--- src/rtl/branch_ctrl_pkg.sv ---
// Shared type codes, state encodings and the branch condition helper for branch_ctrl.
package branch_ctrl_pkg;

    typedef enum logic [1:0] {
        BR_BEQZ = 2'b00,
        BR_BNEZ = 2'b01,
        BR_BLTZ = 2'b10,
        BR_BGEZ = 2'b11
    } br_type_e;

    typedef enum logic [1:0] {
        S_IDLE     = 2'b00,
        S_WAIT     = 2'b01,
        S_REDIRECT = 2'b10,
        S_FLUSH    = 2'b11
    } state_e;

    localparam int CNT_W = 4;

    function automatic logic cond_taken(input logic zero, input logic neg, input logic [1:0] br_type);
        logic t;
        case (br_type)
            BR_BEQZ: t = zero;
            BR_BNEZ: t = !zero;
            BR_BLTZ: t = neg;
            BR_BGEZ: t = !neg;
            default: t = 1'b0;
        endcase
        return t;
    endfunction

endpackage

--- src/rtl/branch_cond_eval.sv ---
// Combinational branch condition evaluation on the forwarded Rs operand.
module branch_cond_eval
    import branch_ctrl_pkg::*;
#(
    parameter int WIDTH = 16
) (
    input  logic [WIDTH-1:0] rs_val,
    input  logic [1:0]       br_type,
    output logic             taken
);

    logic zero_s;
    logic neg_s;

    assign zero_s = (rs_val == {WIDTH{1'b0}});
    assign neg_s  = rs_val[WIDTH-1];
    assign taken  = cond_taken(zero_s, neg_s, br_type);

endmodule

--- src/rtl/branch_ctrl.sv ---
// EX-stage branch resolution sequencer: operand wait, redirect and wrong-path flush.
// Optional BRANCH_STATS_EN adds br_total/br_taken accept counters.
module branch_ctrl
    import branch_ctrl_pkg::*;
#(
    parameter int WIDTH        = 16,
    parameter int FLUSH_CYCLES = 2
) (
    input  logic             clk,
    input  logic             rst,
    input  logic             br_valid,
    input  logic [1:0]       br_type,
    input  logic [WIDTH-1:0] rs_val,
    input  logic             rs_ready,
    input  logic [WIDTH-1:0] pc_plus2,
    input  logic [WIDTH-1:0] imm,
`ifdef BRANCH_STATS_EN
    output logic [15:0]      br_total,
    output logic [15:0]      br_taken,
`endif
    output logic             br_accept,
    output logic             stall,
    output logic             redirect,
    output logic [WIDTH-1:0] redirect_pc,
    output logic             flush,
    output logic             busy
);

    state_e           state_r;
    state_e           next_state_s;
    logic [CNT_W-1:0] count_r;
    logic [WIDTH-1:0] redirect_pc_r;
    logic [WIDTH-1:0] target_s;
    logic             taken_s;
    logic             accept_s;
    logic             stall_s;
    logic             load_target_s;

    branch_cond_eval #(.WIDTH(WIDTH)) u_cond (
        .rs_val  (rs_val),
        .br_type (br_type),
        .taken   (taken_s)
    );

    // Carry out of the target add is intentionally dropped so targets wrap.
    assign target_s = pc_plus2 + imm;

    // Next-state and same-cycle handshake decode; held quiet while reset is asserted.
    always_comb begin
        next_state_s  = state_r;
        accept_s      = 1'b0;
        stall_s       = 1'b0;
        load_target_s = 1'b0;
        if (rst) begin
            next_state_s = S_IDLE;
        end else begin
            case (state_r)
                S_IDLE, S_WAIT: begin
                    if (!br_valid) begin
                        next_state_s = S_IDLE;
                    end else if (!rs_ready) begin
                        stall_s      = 1'b1;
                        next_state_s = S_WAIT;
                    end else begin
                        accept_s = 1'b1;
                        if (taken_s) begin
                            load_target_s = 1'b1;
                            next_state_s  = S_REDIRECT;
                        end else begin
                            next_state_s = S_IDLE;
                        end
                    end
                end
                S_REDIRECT: begin
                    if (FLUSH_CYCLES > 1) begin
                        next_state_s = S_FLUSH;
                    end else begin
                        next_state_s = S_IDLE;
                    end
                end
                // Redirect already covered one flush cycle, so leave on the last count.
                S_FLUSH: begin
                    if (count_r <= 4'd1) begin
                        next_state_s = S_IDLE;
                    end else begin
                        next_state_s = S_FLUSH;
                    end
                end
                default: next_state_s = S_IDLE;
            endcase
        end
    end

    // State, flush counter and registered redirect target.
    always_ff @(posedge clk) begin
        if (rst) begin
            state_r       <= S_IDLE;
            count_r       <= 4'd0;
            redirect_pc_r <= {WIDTH{1'b0}};
        end else begin
            state_r <= next_state_s;
            if (load_target_s) begin
                redirect_pc_r <= target_s;
            end
            if (state_r == S_REDIRECT) begin
                count_r <= CNT_W'(FLUSH_CYCLES - 1);
            end else if ((state_r == S_FLUSH) && (count_r != 4'd0)) begin
                count_r <= count_r - 4'd1;
            end
        end
    end

`ifdef BRANCH_STATS_EN
    logic [15:0] br_total_r;
    logic [15:0] br_taken_r;

    // Accept statistics; both counters wrap naturally at 16 bits.
    always_ff @(posedge clk) begin
        if (rst) begin
            br_total_r <= 16'd0;
            br_taken_r <= 16'd0;
        end else begin
            if (accept_s) begin
                br_total_r <= br_total_r + 16'd1;
            end
            if (accept_s && taken_s) begin
                br_taken_r <= br_taken_r + 16'd1;
            end
        end
    end

    assign br_total = br_total_r;
    assign br_taken = br_taken_r;
`endif

    assign br_accept   = accept_s;
    assign stall       = stall_s;
    assign redirect    = (state_r == S_REDIRECT);
    assign flush       = (state_r == S_REDIRECT) || (state_r == S_FLUSH);
    assign busy        = (state_r != S_IDLE);
    assign redirect_pc = redirect_pc_r;

endmodule
--- config.mk ---
export PLATFORM = sky130hd
export DESIGN_NAME = branch_ctrl
export DESIGN_NICKNAME = d
export VERILOG_FILES = /design/src/rtl/branch_ctrl_pkg.sv /design/src/rtl/branch_cond_eval.sv /design/src/rtl/branch_ctrl.sv
export SDC_FILE = /design/constraint.sdc
export NUM_CORES = 1
export LEC_CHECK = 0
export BUFFER_PORTS_ARGS = -buffer_cell sky130_fd_sc_hd__buf_2
export CAP_MARGIN = 10
export CORE_UTILIZATION = 25
export CTS_BUF_LIST = sky130_fd_sc_hd__clkbuf_2
export DETAILED_ROUTE_END_ITERATION = 8
export PLACE_DENSITY = 0.57
export SLEW_MARGIN = 25
export SYNTH_ARGS = -nofsm -noshare
export SYNTH_HDL_FRONTEND = slang
export SYNTH_SLANG_ARGS = --single-unit
--- constraint.sdc ---
create_clock -name clk -period 2.8 [get_ports clk]
set_clock_uncertainty 0.1 [all_clocks]
set_input_delay 0.28 -clock clk [delete_from_list [all_inputs] [get_ports clk]]
set_output_delay 0.28 -clock clk [all_outputs]
set_load 0.02 [all_outputs]
==> results of run 1 <==
## synth_stat cells (all sizes together) (2+ instances only)
cell,n,area share
nor4,4,0.015
a21oi,13,0.041
nand4,3,0.011
o21a,3,0.013
inv,6,0.013
clkbuf,3,0.0066
o21ai,10,0.034
a31oi,2,0.0074
o41ai,2,0.010
nor3,6,0.021
nand3b,8,0.038
nor2,28,0.066
xnor2,9,0.046
nand4b,2,0.010
nand2,15,0.033
buf,2,0.013
mux2i,10,0.061
and3,2,0.0074
o31a,2,0.010
a211oi,3,0.013
dfxtp,22,0.26
a21o,2,0.0089
nand3,2,0.0089
ha,18,0.13
xor2,9,0.046
## sequential cells by signal, summed over array words and instances (netlist names)
register     flops
state_r          2
redirect_pc     16
count_r          4
## worst min path at each step
stage                         start              end  slack, ns  depth (start not counted)
floorplan                  rs_ready       state_r[0]       0.29                          1
global placement    redirect_pc[11]  redirect_pc[11]       0.36                          2
detailed placement  redirect_pc[11]  redirect_pc[11]       0.36                          2
CTS                        rs_ready       state_r[0]       0.06                          2
global route               rs_ready       state_r[0]       0.07                          2
finish                     rs_ready       state_r[0]       0.08                          2
## power breakdown
| part | switching [uW] | total [uW] | internal, uW |
|---|---|---|---|
| clock | 88.7 | 118 | 29.2 |
| sequential | 9.23 | 337 | 327 |
| combinational | 158 | 292 | 135 |
| total | 255 | 747 | 491 |
## metal layers
metal	track usage	vias to the layer above	routed length, um
met5	0	-	0
met4	0.0370	0	36
met3	0.00983	2	192
met2	0.206	36	1980
met1	0.137	730	1710
li1	-	854	-
## cell families (layout without fill, tap and decap cells)
group | count (synthesis) | after routing | synth area share
muxes | 10 | 10 | 0.0613
AOI/OAI and AO/OA | 41 | 41 | 0.173
and+or+nand+nor | 75 | 75 | 0.235
buffers and inverters | 11 | 86 | 0.0332
adders and majority gates | 19 | 19 | 0.145
xor gates and xnor gates | 18 | 18 | 0.0930
DFF | 22 | 22 | 0.260
## worst max-delay path, cell delays in order
cell and delay (ns):
buf_2 0.10, ha_1 0.23, fa_1 0.40, a21o_1 0.23, a221oi_2 0.37, nor2_1 0.10
nor3_2 0.17, xor2_1 0.16, o21ai_1 0.06
## layout make-up
| cell class | instances | area share |
|---|---|---|
| inverter | 6 | 0.0104 |
| clock buffer | 3 | 0.00693 |
| sequential | 22 | 0.203 |
| tap | 77 | 0.0445 |
| timing repair buffer | 77 | 0.181 |
| multi-input combinational | 163 | 0.553 |
## cells in the final DEF, fill, tap and decap left out, types with 4 or more instances in the layout
master and count:
nor3_1 5, nor4_1 4, mux2i_1 9, inv_1 6
nor2_1 27, nand2_1 15, ha_1 18, dfxtp_1 22
a21oi_1 12, o21ai_1 6, xor2_1 9, xnor2_1 9
nand3b_1 7, buf_2 74
## metrics by stage
step / utilization / setup WS (ns) / cell area [sq um]
final: 0.335 / 0.825 / 2170
after global routing: 0.335 / 0.700 / 2170
after CTS: 0.335 / 0.829 / 2170
after detailed placement: 0.333 / 0.440 / 2150
after global placement: 0.333 / 0.483 / 2150
after floorplan: - / 0.699 / 1700
==> flow_metrics.env, run 1 <==
export IMPL_outcome="finished with violations"
export IMPL_violations="design-rule violations"
export IMPL_power_density_nw_per_um2=345
export IMPL_grt_pass1_wl_um=6620
export IMPL_final_cells=348
export IMPL_fin_nets=346
export IMPL_tightestPinTransition_ns=0.600
export IMPL_design_power_total_uw=747
export IMPL_synth_ff_type="dfxtp_1"
export IMPL_maxCapViolCount=0
export IMPL_dp_cells=345
export IMPL_drc=6
export IMPL_ios=75
export IMPL_setup_viol=0
export IMPL_rrSetupSlack_ns=0.90
export IMPL_cts_htree_levels=1
export IMPL_grt_pass1_vias=1517
export IMPL_port_buffer_count=74
export IMPL_cts_inserted_buffers=3
export IMPL_period_needed_ns=1.97
export IMPL_core_sq_um=6460
export IMPL_endpoint_kind="register"
export IMPL_clock_sinks=22
export IMPL_slew_limit_headroom=0.599
export IMPL_fp_row_count=29
export IMPL_fillers=736
export IMPL_post_cts_resized=0
export IMPL_synth_edf_count=0
export IMPL_syn_cell_area_sq_um=1700
export IMPL_tns_ns=0
export IMPL_drt_pass1_iterations=6
export IMPL_cts_tree="yes"
export IMPL_clock_latency_ns=0.31
export IMPL_viasPerCell=4.66
export IMPL_leakage_uw=0.00107
export IMPL_slew_violations=0
export IMPL_ys_warn_count=0
export IMPL_num_vias=1622
export IMPL_ys_seq_area_frac=0.260
export IMPL_area_delta_synth_final_pct=27.7
export IMPL_vdd_drop_max_mv=0.115
export IMPL_seqCellArea_sq_um=440
export IMPL_die_area_sq_um=7110
export IMPL_fin_hold_ws_ns=0.0815
export IMPL_die_height_um=84.4
export IMPL_drive_gt1_frac=0.339
export IMPL_worstSetupPathType="primary input to register"
export IMPL_syn_inst=196
export IMPL_path_clk_slew_ns=0.20
export IMPL_diodes=0
export IMPL_grt_ovfl_total=0
export IMPL_syn_num_nets=269
export IMPL_drt_iter0_drc=38
export IMPL_cp_arrival_ns=2.11
export IMPL_post_cts_buffers=0
export IMPL_async_flop_share=0
export IMPL_rsz0062_at_grt="no"
export IMPL_dp_hpwl_um=3310
export IMPL_ys_seq_elements=22
export IMPL_r2r_cells=6
export IMPL_dieWidth_um=84.4
export IMPL_ant_nets=0
export IMPL_timing_rr_end="redirect_pc[0]"
export IMPL_track_usage=0.112
export IMPL_clockRootBuffer="clkbuf_2"
export IMPL_wl_um=3920
export IMPL_multi_input_area_sq_um=1200
export IMPL_place_congestion=0.778
export IMPL_period_share=0.705
export IMPL_start_kind="primary input"
export IMPL_startpoint="pc_plus2[0]"
export IMPL_start_util=0.262
export IMPL_timing_rr_start="state_r[1]"
export IMPL_cts_hold_buf=0
export IMPL_hold_path_class="primary input to register"
export IMPL_wl_per_cell_um=11.3
export IMPL_grt_antenna_before_repair=0
export IMPL_max_freq_ghz=0.506
export IMPL_synth_cell_types=43
export IMPL_worstPathMaxFanout=4
export IMPL_endpoint="redirect_pc[12]"
export IMPL_clk_path_buf_depth=2
export IMPL_hold_viol_final=0
export IMPL_synth_avg_cell_area_sq_um=8.65
export IMPL_cp_data_required_time_ns=2.93
export IMPL_grt_max_degree=21
Note: power is estimated with default switching activity, not from simulation.
==> run 2, diff against run 1 <==
PLACE_DENSITY = 0.58   (was 0.57)
clock period = 1.7 ns   (was 2.8 ns; I/O delays follow)
==> flow_metrics.env, run 2 (synthesis gave the netlist of run 1 again) <==
export IMPL_fin_hold_ws_ns=0.0932
export IMPL_fp_row_count=29
export IMPL_crit_chain="buf_6 > ha_4 > fa_2 > a21o_1 > a221oi_2 > buf_4 > o31a_1 > buf_4 > xnor2_2 > o21ai_1"
export IMPL_dp_hpwl_um=3460
export IMPL_clk_path_buf_depth=2
export IMPL_grt_antenna_before_repair=0
export IMPL_hold_path_class="primary input to register"
export IMPL_layout_common_cells="buf_2 (72), buf_4 (34), nor2_1 (27), dfxtp_1 (21), ha_1 (17)"
export IMPL_period_share=0.995
export IMPL_startpoint="imm[0]"
export IMPL_ios=75
export IMPL_hold_start="pc_plus2[0]"
export IMPL_slew_violations=0
export IMPL_path_clk_slew_ns=0.21
export IMPL_critPathTopFamily="compound AO/OA/AOI/OAI gates"
export IMPL_clock_sinks=22
export IMPL_violations="design-rule violations"
export IMPL_start_kind="primary input"
export IMPL_timing_rr_start="state_r[1]"
export IMPL_endpoint_kind="register"
export IMPL_port_buffer_count=74
export IMPL_drc=3
export IMPL_die_area_sq_um=7110
export IMPL_cts_htree_levels=1
export IMPL_dp_cells=375
export IMPL_vdd_drop_max_mv=0.159
export IMPL_max_stage_delay_ns=0.34
export IMPL_start_util=0.262
export IMPL_clockRootBuffer="clkbuf_2"
export IMPL_maxCapViolCount=0
export IMPL_cp_data_required_time_ns=1.84
export IMPL_cp_common_cell="buf_4"
export IMPL_wl_um=4290
export IMPL_grt_max_degree=21
export IMPL_leakage_uw=0.00127
export IMPL_grt_ovfl_total=0
export IMPL_largest_reg_flops=16
export IMPL_worstHoldPathCells=4
export IMPL_die_height_um=84.4
export IMPL_track_usage=0.120
export IMPL_r2r_cells=7
export IMPL_wl_per_cell_um=11.2
export IMPL_worstSetupPathType="primary input to register"
export IMPL_outcome="finished with violations"
export IMPL_dieWidth_um=84.4
export IMPL_slew_limit_headroom=0.736
export IMPL_core_sq_um=6460
export IMPL_diodes=0
export IMPL_power_density_nw_per_um2=539
export IMPL_period_needed_ns=1.69
export IMPL_fin_nets=381
export IMPL_rsz0062_at_grt="yes"
export IMPL_layout_commonest_cell="buf_2"
export IMPL_cp_buffers_inverters=3
export IMPL_ant_nets=0
export IMPL_critical_path_cell_count=10
export IMPL_setup_viol=0
export IMPL_hold_viol_final=0
export IMPL_area_delta_synth_final_pct=48.6
export IMPL_slowest_stage="fa_2"
export IMPL_cts_tree="yes"
export IMPL_worstPathMaxFanout=4
export IMPL_grt_pass1_vias=1657
export IMPL_drt_pass1_iterations=6
export IMPL_max_freq_ghz=0.591
export IMPL_clock_latency_ns=0.31
export IMPL_fin_util=0.390
export IMPL_cts_inserted_buffers=3
export IMPL_place_congestion=0.761
export IMPL_viasPerCell=4.53
export IMPL_num_vias=1735
export IMPL_final_cells=383
export IMPL_tightestPinTransition_ns=0.397
export IMPL_drt_iter0_drc=42
export IMPL_cp_arrival_ns=1.84
export IMPL_grt_pass1_wl_um=7180
export IMPL_drive_gt1_frac=0.438
==> run 2: per-stage QoR <==
stage	cell area [sq um]	total power (uW)	setup TNS [ns]	setup slack [ns]
floorplan	1710	905	-0.555	-0.187
global placement	2400	1140	-2.37	-0.345
detailed placement	2400	1150	-2.61	-0.377
CTS	2440	1360	0	0.00986
global route	2520	1480	-0.101	-0.0313
finish	2520	1360	0	0.00767
==> run 2: where the power goes <==
| part | internal, uW | switching [uW] |
|---|---|---|
| Combinational | 314 | 292 |
| Clock | 48.1 | 150 |
| Sequential | 540 | 14.2 |
==> run 2: layout make-up <==
type | instances | area (sq um)
Clock buffer | 3 | 15.0
Fill cell | 700 | 3940
Inverter | 6 | 22.5
Multi-Input combinational cell | 164 | 1270
Sequential cell | 22 | 442
Tap cell | 77 | 96.3
Timing Repair Buffer | 111 | 678
==> run 2: metal layers <==
layer | vias to the layer above | global-route usage | routed length [um]
met1 | 776 | 0.152 | 2040
met5 | - | 0 | 0
met4 | 0 | 0.0370 | 36
li1 | 926 | - | -
met2 | 31 | 0.218 | 2090
met3 | 2 | 0.00590 | 120
==> run 2: timing repair <==
item	in CTS	in global routing
hold buffers	2	0
resized for setup	0	12
endpoints found under the hold margin	1	0
setup buffers	0	3
setup endpoints to repair	0	15
==> run 2: path summary, 6_finish.rpt <==
path	endpoint	slack [ns]
setup / recovery	redirect_pc[10]	0.008
hold / removal	redirect_pc[0]	0.09
setup reg to reg	redirect_pc[14]	0.06
hold reg to reg	redirect_pc[11]	0.40
==> run 2: worst reg2reg max path, cell delays in order, from the launching register on <==
cell and delay (ns):
dfxtp_2 0.36, and4bb_4 0.37, nand3b_4 0.09, mux2i_4 0.19
buf_4 0.16, nor2_4 0.06, buf_4 0.15, o21ai_1 0.11
